[src/rtl/i2c_pkg.sv]
// Shared definitions for the I2C transaction arbiter: FSM encoding, controller rw/mode encodings.
package i2c_pkg;

   typedef enum logic [2:0] {
      ST_IDLE   = 3'd0,
      ST_LAUNCH = 3'd1,
      ST_ACTIVE = 3'd2,
      ST_DONE   = 3'd3,
      ST_GAP    = 3'd4,
      ST_ABORT  = 3'd5,
      ST_FAULT  = 3'd6
   } arb_state_e;

   localparam logic I2C_RW_WRITE = 1'b1;
   localparam logic I2C_RW_READ  = 1'b0;

   localparam logic [1:0] I2C_MODE_STANDARD  = 2'b00;
   localparam logic [1:0] I2C_MODE_FAST      = 2'b01;
   localparam logic [1:0] I2C_MODE_FAST_PLUS = 2'b10;
   localparam logic [1:0] I2C_MODE_HIGH      = 2'b11;

   function automatic int max_i(input int a, input int b);
      return (a > b) ? a : b;
   endfunction

endpackage

[src/rtl/rr_arbiter.sv]
// Combinational round-robin pick: first set request after ptr_i, wrapping back to ptr_i.
module rr_arbiter #(
   parameter  int NUM_REQ = 4,
   localparam int IW      = $clog2(NUM_REQ)
) (
   input  logic [NUM_REQ-1:0] req_i,
   input  logic [IW-1:0]      ptr_i,
   output logic [NUM_REQ-1:0] gnt_o,
   output logic [IW-1:0]      idx_o,
   output logic               any_o
);

   // Scan from farthest to nearest so the nearest set request after ptr_i wins.
   always_comb begin
      int j;
      gnt_o = '0;
      idx_o = '0;
      any_o = |req_i;
      for (int k = NUM_REQ; k >= 1; k--) begin
         j = int'(ptr_i) + k;
         j = (j >= NUM_REQ) ? (j - NUM_REQ) : j;
         idx_o = req_i[j] ? IW'(j) : idx_o;
      end
      gnt_o[idx_o] = any_o;
   end

endmodule

[src/rtl/i2c_txn_arbiter.sv]
// Round-robin sharing of one i2c_controller among NUM_REQ requesters, with a
// launch/active watchdog that parks the block in FAULT until software clears it.
module i2c_txn_arbiter
   import i2c_pkg::*;
#(
   parameter int NUM_REQ    = 4,
   parameter int TIMEOUT    = 50000,
   parameter int GAP_CYCLES = 64
) (
   input  logic                  clk,
   input  logic                  rst_n,
   input  logic [NUM_REQ-1:0]    req_valid,
   input  logic [7*NUM_REQ-1:0]  req_addr,
   input  logic [8*NUM_REQ-1:0]  req_reg,
   input  logic [NUM_REQ-1:0]    req_rw,
   input  logic [16*NUM_REQ-1:0] req_din,
   input  logic [1:0]            mode_cfg,
   input  logic                  fault_clr,
   output logic [NUM_REQ-1:0]    grant,
   output logic [NUM_REQ-1:0]    rsp_valid,
   output logic [15:0]           rsp_data,
   output logic                  rsp_err,
   output logic                  fault,
   output logic                  i2c_en,
   output logic [1:0]            i2c_mode,
   output logic [6:0]            i2c_addr,
   output logic [7:0]            i2c_reg,
   output logic                  i2c_rw,
   output logic [15:0]           i2c_din,
   input  logic [15:0]           i2c_dout,
   input  logic                  i2c_busy
);

   localparam int IW = $clog2(NUM_REQ);
   // The timer also paces GAP, so it must hold GAP_CYCLES-1 as well as TIMEOUT-1.
   localparam int TW = max_i(max_i($clog2(TIMEOUT), $clog2(GAP_CYCLES)), 1);

   arb_state_e           state_q, state_d;
   logic [TW-1:0]        timer_q, timer_d, timer_inc_s;
   logic [IW-1:0]        rr_ptr_q, rr_ptr_d;
   logic [NUM_REQ-1:0]   grant_q, grant_d, rsp_valid_q, rsp_valid_d;
   logic [15:0]          rsp_data_q, rsp_data_d, din_q, din_d;
   logic                 rsp_err_q, rsp_err_d, fault_q, fault_d, en_q, en_d, rw_q, rw_d;
   logic [6:0]           addr_q, addr_d;
   logic [7:0]           reg_q, reg_d;
   logic [NUM_REQ-1:0]   arb_gnt_s;
   logic [IW-1:0]        arb_idx_s;
   logic                 arb_any_s;
   logic                 timeout_s;

   rr_arbiter #(.NUM_REQ(NUM_REQ)) u_rr (
      .req_i (req_valid),
      .ptr_i (rr_ptr_q),
      .gnt_o (arb_gnt_s),
      .idx_o (arb_idx_s),
      .any_o (arb_any_s)
   );

   assign timer_inc_s = (timer_q == {TW{1'b1}}) ? timer_q : (timer_q + TW'(1));
   assign timeout_s   = (timer_q == TW'(TIMEOUT - 1));

   // Next-state and registered-output computation.
   always_comb begin
      state_d     = state_q;
      rr_ptr_d    = rr_ptr_q;
      grant_d     = grant_q;
      rsp_valid_d = '0;
      rsp_err_d   = 1'b0;
      rsp_data_d  = rsp_data_q;
      fault_d     = fault_q;
      en_d        = en_q;
      addr_d      = addr_q;
      reg_d       = reg_q;
      rw_d        = rw_q;
      din_d       = din_q;
      case (state_q)
         ST_IDLE: begin
            if (arb_any_s) begin
               addr_d   = req_addr[int'(arb_idx_s)*7 +: 7];
               reg_d    = req_reg[int'(arb_idx_s)*8 +: 8];
               rw_d     = req_rw[arb_idx_s];
               din_d    = req_din[int'(arb_idx_s)*16 +: 16];
               grant_d  = arb_gnt_s;
               rr_ptr_d = arb_idx_s;
               en_d     = 1'b1;
               state_d  = ST_LAUNCH;
            end else begin
               state_d  = ST_IDLE;
            end
         end
         ST_LAUNCH, ST_ACTIVE: begin
            if ((state_q == ST_LAUNCH) && i2c_busy) begin
               state_d = ST_ACTIVE;
            end else if ((state_q == ST_ACTIVE) && !i2c_busy) begin
               // Drop en on this very edge so the controller does not start a new frame.
               en_d        = 1'b0;
               rsp_data_d  = i2c_dout;
               rsp_valid_d = grant_q;
               state_d     = ST_DONE;
            end else if (timeout_s) begin
               en_d        = 1'b0;
               rsp_data_d  = 16'h0000;
               rsp_valid_d = grant_q;
               rsp_err_d   = 1'b1;
               state_d     = ST_ABORT;
            end else begin
               state_d     = state_q;
            end
         end
         ST_DONE: begin
            grant_d = '0;
            state_d = ST_GAP;
         end
         ST_GAP: begin
            if (timer_q == TW'(GAP_CYCLES - 1)) begin
               state_d = ST_IDLE;
            end else begin
               state_d = ST_GAP;
            end
         end
         ST_ABORT: begin
            grant_d = '0;
            fault_d = 1'b1;
            state_d = ST_FAULT;
         end
         ST_FAULT: begin
            if (fault_clr && !i2c_busy) begin
               fault_d = 1'b0;
               state_d = ST_GAP;
            end else begin
               state_d = ST_FAULT;
            end
         end
         default: begin
            en_d    = 1'b0;
            grant_d = '0;
            fault_d = 1'b0;
            state_d = ST_IDLE;
         end
      endcase
      timer_d = (state_d != state_q) ? '0 : timer_inc_s;
   end

   // State and output registers; reset forces i2c_en low immediately.
   always_ff @(posedge clk or negedge rst_n) begin
      if (!rst_n) begin
         state_q     <= ST_IDLE;
         timer_q     <= '0;
         rr_ptr_q    <= IW'(NUM_REQ - 1);
         grant_q     <= '0;
         rsp_valid_q <= '0;
         rsp_data_q  <= 16'h0000;
         rsp_err_q   <= 1'b0;
         fault_q     <= 1'b0;
         en_q        <= 1'b0;
         addr_q      <= 7'h00;
         reg_q       <= 8'h00;
         rw_q        <= 1'b0;
         din_q       <= 16'h0000;
      end else begin
         state_q     <= state_d;
         timer_q     <= timer_d;
         rr_ptr_q    <= rr_ptr_d;
         grant_q     <= grant_d;
         rsp_valid_q <= rsp_valid_d;
         rsp_data_q  <= rsp_data_d;
         rsp_err_q   <= rsp_err_d;
         fault_q     <= fault_d;
         en_q        <= en_d;
         addr_q      <= addr_d;
         reg_q       <= reg_d;
         rw_q        <= rw_d;
         din_q       <= din_d;
      end
   end

   assign grant     = grant_q;
   assign rsp_valid = rsp_valid_q;
   assign rsp_data  = rsp_data_q;
   assign rsp_err   = rsp_err_q;
   assign fault     = fault_q;
   assign i2c_en    = en_q;
   assign i2c_mode  = mode_cfg;
   assign i2c_addr  = addr_q;
   assign i2c_reg   = reg_q;
   assign i2c_rw    = rw_q;
   assign i2c_din   = din_q;

endmodule

[config.mk]
export PLATFORM = sky130hd
export DESIGN_NAME = i2c_txn_arbiter
export DESIGN_NICKNAME = d
export VERILOG_FILES = /design/src/rtl/i2c_pkg.sv /design/src/rtl/rr_arbiter.sv /design/src/rtl/i2c_txn_arbiter.sv
export SDC_FILE = /design/constraint.sdc
export NUM_CORES = 1
export LEC_CHECK = 0
export BUFFER_PORTS_ARGS = -buffer_cell sky130_fd_sc_hd__buf_4
export CAP_MARGIN = 20
export CORE_UTILIZATION = 51
export CTS_BUF_LIST = sky130_fd_sc_hd__clkbuf_4 sky130_fd_sc_hd__clkbuf_8 sky130_fd_sc_hd__clkbuf_16
export DETAILED_ROUTE_END_ITERATION = 7
export PLACE_DENSITY = 0.87
export SETUP_SLACK_MARGIN = 0.05
export SYNTH_ARGS = -nofsm -noshare
export SYNTH_HDL_FRONTEND = slang
export SYNTH_SLANG_ARGS = --single-unit
[constraint.sdc]
create_clock -name clk -period 5.47 [get_ports clk]
set_input_delay 0 -clock clk [delete_from_list [all_inputs] [get_ports clk]]
set_output_delay 0 -clock clk [all_outputs]
set_load 0.02 [all_outputs]
==> results of run 1 <==
how the worst max path moves through the flow:
stage                            from          end  slack, ps
after global placement     state_q[0]   i2c_reg[7]       2900
final                     rr_ptr_q[1]   i2c_reg[5]       1560
after detailed placement   state_q[0]  i2c_din[13]       2710
after global routing      rr_ptr_q[1]   i2c_reg[5]       1350
after CTS                 rr_ptr_q[1]   i2c_reg[6]       1970
after floorplan           timer_q[10]   timer_q[7]       3580
layer usage:
metal / vias to the layer above / routed length (um) / GRT usage [%]
met5: - / 0 / 0
met4: 0 / 1530 / 28.1
met3: 143 / 1960 / 11.1
met2: 483 / 10200 / 72.5
met1: 2520 / 6430 / 42.6
li1: 2173 / - / -
report_power, final:
| group | switching [mW] | internal [mW] | total, mW |
|---|---|---|---|
| Sequential | 0.226 | 0.818 | 1.04 |
| Clock | 0.235 | 0.210 | 0.445 |
| Combinational | 1.11 | 0.986 | 2.09 |
placed cells by master, fill, tap and decap left out, types with 3 or more instances in the layout:
master,synthesis,final
dlygate4sd3_1,0,102
and2_1,3,3
dfrtp_1,78,78
xor2_1,9,9
clkbuf_8,1,9
a31oi_1,4,4
and3_1,4,4
buf_4,4,212
nor2_1,15,15
nand3_1,8,8
o21ai_0,9,9
o22ai_1,4,4
mux2i_1,70,70
nand2_1,50,50
nor3_1,16,16
and4_1,3,3
nor3b_1,3,3
o211ai_1,3,3
inv_1,8,8
o221ai_1,32,32
a22o_1,22,22
tightest hold or removal path: stages:
cell	delay (ps)
buf_4	80
mux2i_1	70
o221ai_1	160
cells by family after synthesis:
kind of cell    after synthesis
flops                        80
xor+xnor                     11
mux                          71
simple gates                128
compound gates               89
fa+ha+maj                     1
buf+inv                      41
through the flow:
step                hold slack [ps]  utilization (%)  std cells
CTS                           0.236             86.5        820
detailed placement            0.236             72.4        706
finish                        -36.1             87.4        824
global route                 0.0339             87.4        824
floorplan                      -296                -        421
global placement              0.236             72.4        706
area by class of cell:
type	count	area, um2
Sequential cell	80	2000
Clock inverter	4	47.5
Timing Repair Buffer	316	2670
Multi-Input combinational cell	300	2280
Clock buffer	10	131
Fill cell	355	1050
Tap cell	105	131
Inverter	9	33.8
repair_timing:
item	in CTS	in global routing
endpoints found under the hold margin	127	1
resized for setup	0	0
hold buffers	100	2
==> out/metrics.cfg, run 1 <==
[detailed_routing]
dr.pass1.iters = 5
viasPerCell = 6.46
detail-route-antenna-nets = 0
route.vias.total = 5319
wl_per_cell_um = 24.4
wl_um = 20100
first_iter_violations = 508
drcViolationCount = 0

[setup_path]
crit_required_ps = 5730
r2r_slack_ps = 1560
arrival_ps = 4170
r2r-end = i2c_reg[5]
slowest_delay_ps = 850
regToRegStartpoint = rr_ptr_q[1]
crit_path_start_kind = flip-flop
crit_family = buffers and inverters
cp_slowest_cell = buf_4
crit_path_end_kind = flip-flop
cp_num_cells = 7
cp_max_fo = 64
path_cells = nand3b_1 -> a31oi_4 -> buf_4 -> mux2i_1 -> dlygate4sd3_1 -> o221ai_1 -> dlygate4sd3_1
cp_num_buf_inv = 3
crit_type = reg2reg
cp_common_cell = dlygate4sd3_1
rr_worst_depth = 7

[placed_design]
place_area_mm2 = 0.00603
io_buffers = 210
dp_slack_ps = 2710
detailed_place_hpwl_um = 9270
gp_congestion = 0.832

[floorplan]
fp.dieW_um = 95.7
start_util_pct = 53.7
chipHeight_um = 95.7
core_mm2 = 0.00834
dieArea_mm2 = 0.00916
rows = 33
boundaryPins = 215

[pwr]
p_leak_nw = 3.54
p_per_area_mw_per_mm2 = 491
irDropWorstVdd_v = 0.000284
power_mw = 3.58

[status]
status = complete, but fails checks
violations = negative hold slack

[clock_network]
cts_tree = yes
worst_skew_pair.late_latency_ps = 380
clk_pin_slew_worst_paths_ps = 100
post_cts_buffers = 0
cts_buffer_depth = 2
cts_buffers = 9
root_buffer = clkbuf_8
h-tree-depth = 3
clock-sinks = 80

[yosys]
synthSimpleGateAreaFrac_pct = 15.7
synth_top_family_by_area = compound AO/OA/AOI/OAI gates
synth_xor_area_share_pct = 2.15
syn_avg_cell_area_um2 = 10.6
synth_top_area_cell = dfrtp_1
synth.most_common_cell = dfrtp_1
synth-seq-area-share_pct = 44.7
synth-edff-count = 0
netlist_area_mm2 = 0.00448
syn-num-nets = 576
synthTopCellsByCount = dfrtp_1 (78), mux2i_1 (70), nand2_1 (50)
syn_inst = 421
ys.flop_type = dfrtp_1
synthTopCellsByArea = dfrtp_1 (44%), mux2i_1 (16%), o221ai_1 (6.3%)
synth_fa_ha_area_share_pct = 0.279
synth_compound_area_share_pct = 16.5
synthMuxAreaShare_pct = 15.9
yosys_warnings = 0
yosys_register_bits = 80
synth.top_cell.area_share_pct = 43.6
async_reset_ff_share_pct = 100
yosysUniqueCellTypes = 58

[timing]
period_share_pct = 71.4
setup_viol = 0
tightest_slew_ps = 1070
whs_ps = -36.1
rsz0062_at_grt = no
slew_violations = 0
setup-tns-final_ps = 0
skew_ps = 25.1
slew_headroom_pct = 28.4
period_minus_slack_ps = 3910
fin_ws_ps = 1560
hold_viol = 1
fmax_mhz = 256

[grt]
grt_overflow = 0
antenna_found_initial = 0
grt_use_total_pct = 41.2
grt_pass1_vias = 5323
grt_max_degree = 81
grt_pass1_wl_um = 27600

[finish]
drive_above_1_share_pct = 34.8
stdcell_area_mm2 = 0.00729
layout.nets = 871
syn_to_final_growth_pct = 62.7
insertedDiodeCount = 0

[min_path]
holdPathStages = 3
min_to = i2c_rw
min_from = req_rw[0]
hp-class = in2reg

[run]
max-cap-violations = 0

No activity file was read; power rests on OpenSTA's default activity.
==> run 2, diff against run 1 <==
--- a/config.mk
+++ b/config.mk
@@ -5,12 +5,13 @@
 export SDC_FILE = /design/constraint.sdc
 export NUM_CORES = 1
 export LEC_CHECK = 0
+export ABC_AREA = 1
 export BUFFER_PORTS_ARGS = -buffer_cell sky130_fd_sc_hd__buf_4
 export CAP_MARGIN = 20
-export CORE_UTILIZATION = 51
+export CORE_UTILIZATION = 49
 export CTS_BUF_LIST = sky130_fd_sc_hd__clkbuf_4 sky130_fd_sc_hd__clkbuf_8 sky130_fd_sc_hd__clkbuf_16
 export DETAILED_ROUTE_END_ITERATION = 7
-export PLACE_DENSITY = 0.87
+export PLACE_DENSITY = 0.81
 export SETUP_SLACK_MARGIN = 0.05
 export SYNTH_ARGS = -nofsm -noshare
 export SYNTH_HDL_FRONTEND = slang
==> constraint.sdc (replaced) <==
create_clock -name clk -period 4.1 [get_ports clk]
set_input_delay 0 -clock clk [delete_from_list [all_inputs] [get_ports clk]]
set_output_delay 0 -clock clk [all_outputs]
set_load 0.02 [all_outputs]
==> out/metrics.cfg, run 2 <==
[clock_network]
cts_resized = 0
clock-sinks = 80
clk_pin_slew_worst_paths_ps = 80
cts_buffer_depth = 2
cts_tree = yes
cts_buffers = 9
h-tree-depth = 3
root_buffer = clkbuf_8
worst_skew_pair.late_latency_ps = 360

[timing]
period_share_pct = 62.8
rsz0062_at_grt = no
whs_ps = 0.0435
setup_viol = 0
skew_ps = 8.54
fmax_mhz = 388
tightest_slew_ps = 886
hold_viol = 0
setup-tns-final_ps = 0
slew_headroom_pct = 40.9
period_minus_slack_ps = 2580
slew_violations = 0

[min_path]
min_from = mode_cfg[1]
hp-class = in2out

[floorplan]
core_mm2 = 0.0103
chipHeight_um = 105
fp.dieW_um = 105
start_util_pct = 50.8
boundaryPins = 215
rows = 37
dieArea_mm2 = 0.0111

[grt]
grt_pass1_vias = 5407
use_met1_pct = 35.1
antenna_found_initial = 0
grt_max_degree = 81
gr-max-usage-layer = met2
grt_pass1_wl_um = 25600
use_met2_pct = 50.2
grt_use_total_pct = 29.1
grt_overflow = 0
grt_util_met3_pct = 7.11

[detailed_routing]
dr.pass1.iters = 7
viasPerCell = 5.07
detail-route-antenna-nets = 0
wl_um = 15600
route.vias.total = 5771
wl_per_cell_um = 13.7
first_iter_violations = 328
drcViolationCount = 0

[yosys]
synth.top_cell.area_share_pct = 37.2
async_reset_ff_share_pct = 100
yosysUniqueCellTypes = 36
syn_avg_cell_area_um2 = 6.61
syn-num-nets = 948
synthTopCellsByCount = nand2_1 (401), nand3_1 (88), dfrtp_1 (78)
ys.flop_type = dfrtp_1
syn_inst = 793
synthTopCellsByArea = dfrtp_1 (37%), nand2_1 (29%), nand3_1 (8.4%)
synth.most_common_cell = nand2_1
yosys_register_bits = 80
netlist_area_mm2 = 0.00524
synth-edff-count = 0
synth_top_area_cell = dfrtp_1
yosys_warnings = 0
synth-seq-area-share_pct = 38.3

[setup_path]
regToRegStartpoint = rr_ptr_q[0]
crit_type = reg2reg
startpoint = rr_ptr_q[0]
crit_path_start_kind = flip-flop
crit_path_end_kind = flip-flop
cp_max_fo = 36
crit_required_ps = 4400
arrival_ps = 2880

[run]
max-cap-violations = 0

[finish]
insertedDiodeCount = 0
drive_above_1_share_pct = 27.7
syn_to_final_growth_pct = 37.4
layout.nets = 1153
layout_commonest_cell = nand2_1
final_cell_mix = nand2_1 (401), buf_4 (215), nand3_1 (88)
nFillCells = 911

[pwr]
p_per_area_mw_per_mm2 = 240
sequentialPowerShare_pct = 45.5
clockPowerShare_pct = 36.8
switching_share_pct = 25.3
netSwitchingPower_mw = 0.438
irDropWorstVdd_v = 0.000171
p_leak_nw = 4.27
pwr-share-comb_pct = 17.6
p_int_mw = 1.29

[placed_design]
gp_congestion = 0.880
io_buffers = 210
detailed_place_hpwl_um = 10900

[status]
status = complete, no violations

run 2: per-stage QoR:
step,instance area (um2),utilization (%),power (mW),setup WS [ps],cells
6_report,7200,69.7,1.73,1520,1139
5_1_grt,7200,69.7,1.81,1200,1139
4_1_cts,7130,69.1,1.73,1510,1136
3_5_place_dp,6740,65.2,1.09,1550,1102
3_3_place_gp,6740,65.2,1.08,1540,1102
2_1_floorplan,5240,-,0.946,2300,793
run 2: cells by family (layout without fill, tap and decap cells):
family | after synthesis | count (layout) | share of synthesized area (%)
compound gates | 44 | 44 | 4.61
fa+ha+maj | 1 | 1 | 0.239
xor+xnor | 1 | 1 | 0.167
buf+inv | 106 | 316 | 10.2
simple gates | 561 | 561 | 46.5
flops | 80 | 80 | 38.3
run 2: path summary, 6_finish.rpt:
path	cells past startpoint	endpoint	slack (ps)
setup / recovery	15	i2c_reg[7]	1520
hold / removal	0	i2c_mode[1]	0.04
setup reg to reg	15	i2c_reg[7]	1520
hold reg to reg	2	i2c_din[15]	490
max in group asynchronous	4	rr_ptr_q[0]	2980
min in group asynchronous	3	i2c_din[11]	520
run 2: worst max-delay path, cell delays in order (launching register included):
cell and delay, ps:
dfstp_2 610, nand2_1 70, o21ai_1 120, nand2_1 120, nand2_1 100, inv_2 50, nand2_2 60, nand2_2 50
nand2_2 460, buf_4 440, nand2_1 90, nand2_1 70, nand2_1 50, nand2_1 80, nand2_1 40, nand2_1 80
run 2: area by class of cell:
cell class | count | area, um2 | share of cell area (%)
Timing Repair Buffer | 236 | 1860 | 25.8
Clock buffer | 9 | 124 | 1.72
Sequential cell | 80 | 2000 | 27.8
Inverter | 64 | 245 | 3.41
Multi-Input combinational cell | 607 | 2700 | 37.5
Clock inverter | 7 | 95.1 | 1.32
Tap cell | 136 | 170 | 2.36
run 2: power by group through the flow:
stage	clock [mW]	combinational [mW]	sequential, mW
final	0.637	0.305	0.788
after global routing	0.686	0.340	0.788
after CTS	0.650	0.297	0.788
after detailed placement	0	0.282	0.804
after global placement	0	0.281	0.804
after floorplan	0	0.142	0.804
run 2: repair_timing:
| item | 4_1_cts | 5_1_grt |
|---|---|---|
| endpoints found under the hold margin | 95 | 4 |
| buffers inserted | 0 | 0 |
| hold buffers | 18 | 1 |
run 2: per-layer routing:
| metal | vias up | wire length, um |
|---|---|---|
| li1 | 2869 | - |
| met1 | 2628 | 6240 |
| met2 | 232 | 7910 |
| met3 | 42 | 983 |
| met4 | 0 | 453 |
| met5 | - | 0 |
